### src/rtl/fp_cmp_unit_pipelined.sv
// Pipelined FP compare unit: FMIN/FMAX/FEQ/FLT/FLE with RISC-V NaN and signed-zero rules.
// One or two register stages behind a single global-advance valid/ready handshake.
module fp_cmp_unit_pipelined #(
    parameter int EXP_W   = 8,
    parameter int MANT_W  = 23,
    parameter int LATENCY = 2
) (
    input  logic                      clk_i,
    input  logic                      rst_n_i,
    input  logic                      valid_i,
    output logic                      ready_o,
    input  logic [EXP_W+MANT_W:0]     operand_A_i,
    input  logic [EXP_W+MANT_W:0]     operand_B_i,
    input  logic [2:0]                operation_i,
    output logic                      valid_o,
    input  logic                      ready_i,
    output logic [EXP_W+MANT_W:0]     result_o,
    output logic                      invalid_op_o
);

    localparam int W = 1 + EXP_W + MANT_W;
    localparam logic [W-1:0] CANON_NAN = {1'b0, {EXP_W{1'b1}}, 1'b1, {(MANT_W-1){1'b0}}};

    typedef struct packed {
        logic [W-1:0] a;
        logic [W-1:0] b;
        logic [2:0]   op;
        logic         a_nan;
        logic         a_snan;
        logic         b_nan;
        logic         b_snan;
        logic         both_zero;
        logic         lt;
        logic         eq;
    } cls_t;

    // lt is a total order with -0 below +0; zero equality for compares is applied later.
    function automatic cls_t classify(input logic [W-1:0] a, input logic [W-1:0] b,
                                      input logic [2:0] op);
        cls_t c;
        c.a         = a;
        c.b         = b;
        c.op        = op;
        c.a_nan     = (&a[W-2:MANT_W]) && (|a[MANT_W-1:0]);
        c.b_nan     = (&b[W-2:MANT_W]) && (|b[MANT_W-1:0]);
        c.a_snan    = c.a_nan && !a[MANT_W-1];
        c.b_snan    = c.b_nan && !b[MANT_W-1];
        c.both_zero = !(|a[W-2:0]) && !(|b[W-2:0]);
        c.eq        = (a == b);
        if (a[W-1] != b[W-1])
            c.lt = a[W-1];
        else if (a[W-1])
            c.lt = a[W-2:0] > b[W-2:0];
        else
            c.lt = a[W-2:0] < b[W-2:0];
        return c;
    endfunction

    // Returns {invalid flag, result}.
    function automatic logic [W:0] select_result(input cls_t c);
        logic [W-1:0] r;
        logic         nv;
        logic         any_nan;
        logic         any_snan;
        r        = '0;
        nv       = 1'b0;
        any_nan  = c.a_nan || c.b_nan;
        any_snan = c.a_snan || c.b_snan;
        case (c.op)
            3'b000, 3'b001: begin
                nv = any_snan;
                if (c.a_nan && c.b_nan)
                    r = CANON_NAN;
                else if (c.a_nan)
                    r = c.b;
                else if (c.b_nan)
                    r = c.a;
                else if (c.op[0])
                    r = c.lt ? c.b : c.a;
                else
                    r = (c.lt || c.eq) ? c.a : c.b;
            end
            3'b010: begin
                nv   = any_snan;
                r[0] = !any_nan && (c.eq || c.both_zero);
            end
            3'b011: begin
                nv   = any_nan;
                r[0] = !any_nan && c.lt && !c.both_zero;
            end
            3'b100: begin
                nv   = any_nan;
                r[0] = !any_nan && (c.lt || c.eq || c.both_zero);
            end
            default: begin
                r  = '0;
                nv = 1'b0;
            end
        endcase
        return {nv, r};
    endfunction

    logic         adv;
    cls_t         in_cls;
    cls_t         stage_cls;
    logic         stage_valid;
    logic [W:0]   sel;

    always_comb begin
        adv     = !valid_o || ready_i;
        ready_o = adv;
        in_cls  = classify(operand_A_i, operand_B_i, operation_i);
        sel     = select_result(stage_cls);
    end

    generate
        if (LATENCY == 2) begin : g_two
            cls_t s1;
            logic s1_valid;
            always_ff @(posedge clk_i) begin
                if (!rst_n_i) begin
                    s1       <= '0;
                    s1_valid <= 1'b0;
                end else if (adv) begin
                    s1       <= in_cls;
                    s1_valid <= valid_i;
                end
            end
            assign stage_cls   = s1;
            assign stage_valid = s1_valid;
        end else if (LATENCY == 1) begin : g_one
            assign stage_cls   = in_cls;
            assign stage_valid = valid_i;
        end else begin : g_bad
            $error("fp_cmp_unit_pipelined: LATENCY must be 1 or 2");
        end
    endgenerate

    always_ff @(posedge clk_i) begin
        if (!rst_n_i) begin
            valid_o      <= 1'b0;
            result_o     <= '0;
            invalid_op_o <= 1'b0;
        end else if (adv) begin
            valid_o      <= stage_valid;
            result_o     <= sel[W-1:0];
            invalid_op_o <= sel[W];
        end
    end

endmodule

### config.mk
export PLATFORM = sky130hd
export DESIGN_NAME = fp_cmp_unit_pipelined
export DESIGN_NICKNAME = d
export VERILOG_FILES = /design/src/rtl/fp_cmp_unit_pipelined.sv
export SDC_FILE = /design/constraint.sdc
export NUM_CORES = 1
export LEC_CHECK = 0
export CORE_AREA = 2 2 138 140
export DETAILED_ROUTE_END_ITERATION = 10
export DIE_AREA = 0 0 140 142
export HOLD_SLACK_MARGIN = 0.08
export PLACE_DENSITY = 0.6
export SLEW_MARGIN = 20
export SYNTH_ARGS = -nofsm -noshare
export SYNTH_HDL_FRONTEND = slang
export SYNTH_SLANG_ARGS = --single-unit
### constraint.sdc
create_clock -name clk_i -period 2.5 [get_ports clk_i]
set_input_delay 0.625 -clock clk_i [delete_from_list [all_inputs] [get_ports clk_i]]
set_output_delay 0.625 -clock clk_i [all_outputs]
set_load 0.05 [all_outputs]
After elaboration in Yosys (flattened, before gate mapping)
Cells that the tools add are included.
- register bits after elaboration: 109
- input port bits: 71
- output and inout port bits: 35
- logic and storage cells: 66
- magnitude comparators: 2
- equality and inequality tests: 6
- multiplexer cells: 11
- reductions and logical operators: 33
- operators with widths (operator ; count):
    32-bit two-way mux ; 6
    31-bit OR reduction ; 2
    23-bit OR reduction ; 2
    32-bit equality test ; 1
    31-bit > comparator ; 1
    31-bit less-than comparator ; 1
    31-bit two-way mux ; 1
    8-bit AND reduction ; 2
    1-bit logical AND ; 10
    1-bit zero test ; 7
    3-bit by 2-bit equality test with 1-bit output, second input constant ; 2
    1-bit logical OR ; 6
    1-bit one-hot mux with 4 select lines ; 1
    2-bit OR reduction ; 2
    3-bit by 1-bit equality test with 1-bit output, second input constant ; 1
    3-bit equality test, second input constant ; 1
    3-bit zero test ; 1
    3-bit OR reduction ; 1
    1-bit two-way mux ; 2
    1-bit one-hot mux with 2 select lines ; 1
    1-bit inequality test ; 1

Longest topological paths before layout
Gate-level depths: netlist of run 1.
- depth in word-level cells: 7
- gate-level depth with buffers: 9
- mapped depth without buffers: 9

Worst setup path before layout of run 1
Ideal clock, no wire load.
- path type: register to output
- from: register valid_o
- to: output port ready_o
- arrival time: 1.395 ns
- data required time: 1.875 ns
- slack: 0.480 ns
- stages on the path, launching flop included: 4
- path buffers: 1
- cell sequence: dfxtp_1 > nor2b_1 > inv_1 > clkbuf_1
- cells in the longest elaborated chain, start to end: 2
- ends and longest elaborated chain (what ; line ; source):
    start, declared ; 15 ; output logic valid_o,
    start signal, assigned ; 145 ; valid_o <= stage_valid;
    1-bit zero test ; 110 ; adv = !valid_o || ready_i;
    1-bit logical OR ; 110 ;
    end, declared ; 11 ; output logic ready_o,
No other way between the ends.

Worst setup path after layout of run 1
- from: input port operand_B_i[20]
- to: register g_two.s1[1] (netlist name)
- cells in the longest elaborated chain, start to end: 3
- elaborated cells between the ends (all ways): 4
- classes of those cells: order compare (2); mux (2)
- ends and longest elaborated chain (what ; line ; source):
    start, declared ; 13 ; input logic [EXP_W+MANT_W:0] operand_B_i,
    31-bit less-than comparator / 31-bit > comparator (equally long branches) ; 55, 53 ;
    1-bit two-way mux * ; 52 ; else if (a[W-1])
    1-bit two-way mux * ; 50 ; if (a[W-1] != b[W-1])
    end signal, assigned ; 125 ; s1 <= in_cls;
    end, declared ; 118 ; cls_t s1;
Mark *: on every way between the ends. The rest lies on a longest branch, timed or not.
A chain may end at the register's enable or synchronous reset.

==> metrics.yaml, run 1 <==
outcome:
  status: "finished with violations"
  violations: "design-rule violations"
synth:
  synth-seq-cells: 109
  syn_area_mm2: 0.00545
  yosys_warnings: 0
  synth.avg_cell_area_um2: 8.04
  synthArstFlopShare_pct: 0
  synth_cell_type_count: 48
  synth_edf_count: 0
  syn_inst: 678
  synth_ff_type: "dfxtp_1"
  synth_seq_area_share_pct: 40.0
  synthesis.nets: 780
global_route:
  grt_pass1_wl_um: 25100
  grt_usage_pct: 16.0
  overflow: 0
  grt_pass1_vias: 4832
  antenna_found_initial: 0
  grt_max_degree: 111
clock_tree:
  clock_path_buffers: 2
  h-tree-depth: 3
  root_buffer: "clkbuf_16"
  clk_pin_slew_worst_paths_ns: 0.07
  holdBufCountCts: 0
  cts_tree: "yes"
  post-cts-setup-buffer-count: 0
  cts_made_buffers: 9
  clk-insertion-delay-late_ns: 0.35
  clock_sinks: 109
detailed_routing:
  vias: 5029
  drt_wl_total_um: 15700
  first_pass_iters: 10
  drc: 7
  drt_iter0_drc: 297
  ant_nets: 0
  via_per_inst: 4.71
  wire_per_inst_um: 14.7
final_layout:
  final_cells: 1067
  final_nets: 930
  syn_to_final_growth_pct: 37.5
  diodes: 0
  drive_above_1_share_pct: 12.2
  utilization_pct: 40.6
critical_path:
  required_ns: 2.75
  path_delay_family: "compound AO/OA/AOI/OAI gates"
  crit_fanout: 2
  critPathBufInv: 2
  worstSetupStartpointType: "input port"
  crit_type: "input port to flop"
  cp_slowest_cell: "clkdlybuf4s50_1"
  path_cells: "clkdlybuf4s50_1 > inv_1 > ha_1 > a21oi_1 > o21ai_0 > a221oi_1 > o211ai_1 > a31oi_1 > o21a_1 > o21ai_1"
  crit_arrival_ns: 2.58
  critPathCaptureType: "flop"
  critPathMaxStageDelay_ns: 0.52
timing:
  hold_viol: 0
  setup_viol: 0
  max_slew_margin_pct: 64.2
  tightest_slew_ns: 0.535
  fin_worst_skew_ns: 0.00573
  maxSlewViolCount: 0
  setup_slack_ns: 0.164
  final.min_clock_period_ns: 2.34
  period_share_pct: 93.5
  fmax_mhz: 428
  tns_ns: 0
  rsz0062_at_grt: "no"
floorplanning:
  die_width_um: 140
  initial_utilization_pct: 29.5
  boundaryPins: 106
  rows: 50
  core_mm2: 0.0185
  die_h_um: 142
  dieArea_mm2: 0.0199
pwr:
  power_frac_clock_pct: 34.3
  leakage_nw: 3.12
  total_power_w: 0.00420
  swShare_pct: 28.2
  power.switching_w: 0.00118
  max-vdd-ir-drop_mv: 0.394
  internal_power_w: 0.00302
  power.density_mw_per_mm2: 561
  combPwrFrac_pct: 20.8
  power_frac_seq_pct: 44.9
place:
  dp.cells: 1051
  pre_cts_ws_ns: -0.238
  port-buffer-count: 105
  place_hpwl_um: 11400
  place_congestion: 0.869
worst_hold_path:
  hp-class: "flop to flop"
flow_run:
  maxCapViolCount: 0
worst reg2reg max path, delay by kind of cell, from the launching register on:
kind / cells / cell delay, ns
AND/OR/NAND/NOR: 4 / 0.57
flip-flops: 1 / 0.47
multiplexers: 1 / 0.31
buffers and inverters: 1 / 0.28
AO/OA/AOI/OAI: 2 / 0.21
layout by cell type, fill, tap and decap left out, drive strengths merged, types with 3 or more instances in the layout:
cell type      Yosys  final
nand2            202    202
dfxtp            109    109
clkdlybuf4s50      0    103
a21boi            80     80
buf               13     76
inv               33     33
o21ai             32     32
ha                31     31
and2              24     24
mux2i             21     21
a21oi             15     15
nor4              15     15
nor2              11     11
nand4             10     10
clkbuf            27     10
a31o               9      9
nand3              7      7
nor3               7      7
nor2b              6      6
a211oi             3      3
o211ai             3      3
clkinv             0      3
path summary, 6_finish.rpt:
kind,startpoint,depth (start not counted),end,slack [ns]
max,operand_B_i[20],10,g_two.s1[1],0.16
min,result_o[24],2,result_o[24],0.45
max reg2reg,g_two.s1[7],8,result_o[3],0.56
min reg2reg,result_o[24],2,result_o[24],0.45
cells in the mapped netlist (7+ instances only):
| master | instances | area (um^2) |
|---|---|---|
| a21boi_0 | 71 | 533 |
| a21boi_1 | 9 | 67.6 |
| a21oi_1 | 14 | 70.1 |
| a31o_1 | 8 | 70.1 |
| and2_1 | 24 | 150 |
| clkbuf_1 | 27 | 101 |
| dfxtp_1 | 109 | 2180 |
| ha_1 | 31 | 388 |
| inv_1 | 33 | 124 |
| mux2i_1 | 21 | 210 |
| nand2_1 | 202 | 758 |
| nand3_1 | 7 | 35.0 |
| nand4_1 | 10 | 62.6 |
| nor2_1 | 9 | 33.8 |
| nor4_1 | 14 | 87.6 |
| o21ai_0 | 10 | 50.1 |
| o21ai_1 | 22 | 110 |
cell families (layout without fill, tap and decap cells):
| group | count (synthesis) | count (layout) | share of synthesized area, % |
|---|---|---|---|
| adders and majority gates | 31 | 31 | 7.12 |
| AOI/OAI and AO/OA | 153 | 153 | 19.3 |
| xor gates and xnor gates | 1 | 1 | 0.161 |
| DFF | 109 | 109 | 40.0 |
| and+or+nand+nor | 289 | 289 | 23.6 |
| muxes | 22 | 22 | 4.13 |
| buffers and inverters | 73 | 228 | 5.65 |
power by group through the flow:
stage	clock [W]	sequential (W)	combinational, W
2_1_floorplan	0	0.00202	0.000372
3_3_place_gp	0	0.00193	0.000871
3_5_place_dp	0	0.00193	0.000876
4_1_cts	0.00149	0.00189	0.000880
5_1_grt	0.00155	0.00190	0.000955
6_report	0.00144	0.00189	0.000873
sequential cells by signal, indices dropped and copies added, names as in the netlist:
name            flops
valid_o             1
g_two.s1           74
invalid_op_o        1
g_two.s1_valid      1
result_o           32
final cells by class:
| type | instances | area, um^2 |
|---|---|---|
| Fill cell | 1860 | 11000 |
| Multi-Input combinational cell | 496 | 2970 |
| Sequential cell | 109 | 2180 |
| Timing Repair Buffer | 179 | 1640 |
| Tap cell | 234 | 293 |
| Clock buffer | 10 | 229 |
| Inverter | 33 | 124 |
| Clock inverter | 6 | 63.8 |
repair_timing:
| action | CTS | global route |
|---|---|---|
| hold endpoints to repair | 0 | 0 |
| resized for setup | 0 | 1 |
| endpoints found under the setup margin | 0 | 1 |
metrics by stage:
step                      cell area (um^2)  hold slack, ns
after floorplan                       5450           0.436
after global placement                7200           0.440
after detailed placement              7200           0.450
after CTS                             7500           0.462
after global routing                  7500           0.475
final                                 7500           0.454
layer usage:
metal,wire (um),track usage [%]
met1,7670,22.2
met2,7060,25.2
met3,612,2.83
met4,376,5.74
met5,0,0
Power figures use the tool's default switching activity.
==> inputs of run 2 (changes only) <==
- REMOVE_ABC_BUFFERS: not set -> 1
==> run 2 against run 1 <==
Die area unchanged. Critical endpoint unchanged. Register-to-register slack improved by 0.05 ns. Via count decreased by 0.12%. Global-route usage is 0.091 points lower. Fmax is 3.1% lower. Largest cell class unchanged. Combinational power about the same. Final cell count fell by 0.19%. The flow still finishes with violations (design-rule violations). First-iteration DRC count up 15%. Clock power grew 6%. Cell area is 0.32% higher. Critical path depth is the same.
==> metrics.yaml, run 2 (synthesis results as in run 1) <==
timing:
  tightest_slew_ns: 0.543
  final.min_clock_period_ns: 2.41
  maxSlewViolCount: 0
  period_share_pct: 96.4
  hold_viol: 0
  setup_viol: 0
  max_slew_margin_pct: 63.7
  fmax_mhz: 415
  rsz0062_at_grt: "no"
  fin_worst_skew_ns: 0.00686
floorplanning:
  boundaryPins: 106
  die_width_um: 140
  initial_utilization_pct: 29.5
  die_h_um: 142
  dieArea_mm2: 0.0199
  rows: 50
  core_mm2: 0.0185
final_layout:
  syn_to_final_growth_pct: 38.0
  postLayoutCellArea_mm2: 0.00752
  largest_register_ffs: 74
  drive_above_1_share_pct: 12.0
  num-fill-cells: 1855
  reg.largest.list: "g_two.s1 (74), result_o (32)"
  final_cell_mix: "nand2_1 (202), dfxtp_1 (109), clkdlybuf4s50_1 (103), a21boi_0 (71), buf_4 (69)"
  top_register: "g_two.s1"
  final_cells: 1065
  final_nets: 928
  final_common_cell: "nand2_1"
  diodes: 0
critical_path:
  required_ns: 2.74
  crit_type: "input port to flop"
  rr_endpoint: "result_o[5]"
  crit_fanout: 3
  crit_arrival_ns: 2.66
  regToRegSetupSlack_ns: 0.61
  r2r_start: "g_two.s1[7]"
  r2r_cells: 8
  critPathCaptureType: "flop"
  worstSetupStartpointType: "input port"
global_route:
  grt_max_degree: 53
  grt_pass1_wl_um: 25100
  grt_pass1_vias: 4761
  antenna_found_initial: 0
  overflow: 0
  grt_usage_pct: 16.0
worst_hold_path:
  whs_path_depth: 2
  hp-class: "flop to flop"
  holdPathEnd: "result_o[23]"
  hold_start: "result_o[23]"
clock_tree:
  holdBufCountCts: 0
  clock_path_buffers: 2
  root_buffer: "clkbuf_16"
  h-tree-depth: 3
  cts_made_buffers: 9
  clock_sinks: 109
  cts_tree: "yes"
  clk-insertion-delay-late_ns: 0.35
  post-cts-setup-buffer-count: 0
  clk_pin_slew_worst_paths_ns: 0.07
flow_run:
  maxCapViolCount: 0
place:
  place_hpwl_um: 11400
  place_congestion: 0.809
  dp.cells: 1049
  port-buffer-count: 105
  placed_cell_area_mm2: 0.00720
pwr:
  max-vdd-ir-drop_mv: 0.344
  leakage_nw: 3.13
  power.density_mw_per_mm2: 569
detailed_routing:
  ant_nets: 0
  routed-wl-met3_um: 587
  drt_iter0_drc: 341
  top_layer_used: "met4"
  wl_met2_um: 6960
  drc: 6
  wire_per_inst_um: 14.5
  met1Wirelength_um: 7550
  first_pass_iters: 8
  vias: 5023
  via_per_inst: 4.72
  drt_wl_total_um: 15500
outcome:
  violations: "design-rule violations"
  status: "finished with violations"
-- run 2: changes by cell type in the layout (fill, tap and decap cells not counted), sizes merged --
cell and delta:
buf -2, clkinv -2, clkbuf +2, clkinvlp -1
bufinv +1
-- run 2: how the worst max path moves through the flow --
| stage | startpoint | to | slack (ns) | depth (start not counted) |
|---|---|---|---|---|
| final | operand_B_i[2] | g_two.s1[1] | 0.09 | 10 |
| after global routing | operand_B_i[4] | g_two.s1[1] | 0.004 | 10 |
| after CTS | operand_B_i[20] | g_two.s1[1] | 0.02 | 10 |
| after detailed placement | operand_B_i[20] | g_two.s1[1] | -0.42 | 10 |
| after global placement | operand_B_i[20] | g_two.s1[1] | -0.38 | 10 |
| after floorplan | valid_o | result_o[10] | -5.88 | 5 |
-- run 2: cell type report --
| type | count | area [um^2] | area share (%) |
|---|---|---|---|
| inverters | 33 | 124 | 1.65 |
| well taps | 234 | 293 | 3.89 |
| multi-input cells | 496 | 2980 | 39.6 |
| repair buffers | 177 | 1630 | 21.7 |
| clock inverters | 4 | 72.6 | 0.965 |
| clock buffers | 12 | 236 | 3.14 |
| flip-flops and latches | 109 | 2180 | 29.0 |
-- run 2: power breakdown --
part | total [W] | leakage [nW] | internal, W | switching, W
Sequential | 0.00189 | 0.900 | 0.00183 | 0.0000533
Combinational | 0.000870 | 2.09 | 0.000408 | 0.000462
Clock | 0.00152 | 0.147 | 0.000879 | 0.000638
Total | 0.00428 | 3.13 | 0.00312 | 0.00115
-- run 2: worst max-delay path: stages --
cell	delay, ns
clkdlybuf4s50_1	0.53
inv_1	0.06
ha_1	0.30
a21oi_1	0.14
a21oi_1	0.11
o31ai_1	0.23
o211ai_1	0.17
a31oi_1	0.26
o21a_1	0.16
o21ai_1	0.06
-- run 2: per-layer routing --
layer | vias up | global-route usage, %
li1 | 2579 | -
met1 | 2317 | 21.8
met2 | 103 | 25.6
met3 | 24 | 2.69
met4 | 0 | 5.37
met5 | - | 0
-- run 2: per-stage QoR --
step,setup slack [ns],hold slack (ns),total power [W],setup TNS [ns],util (%)
after floorplan,-5.88,0.436,0.00235,-562.46,-
after detailed placement,-0.417,0.447,0.00280,-0.601,39.0
final,0.0892,0.454,0.00428,0,40.7
after global placement,-0.376,0.443,0.00280,-0.503,39.0
after CTS,0.0156,0.456,0.00434,0,40.7
after global routing,0.00394,0.477,0.00449,0,40.7
-- run 2: timing repair --
item / CTS / global route
resized for setup: 1 / 2
pin swaps: 0 / 1
setup endpoints to repair: 1 / 1
hold endpoints to repair: 0 / 0
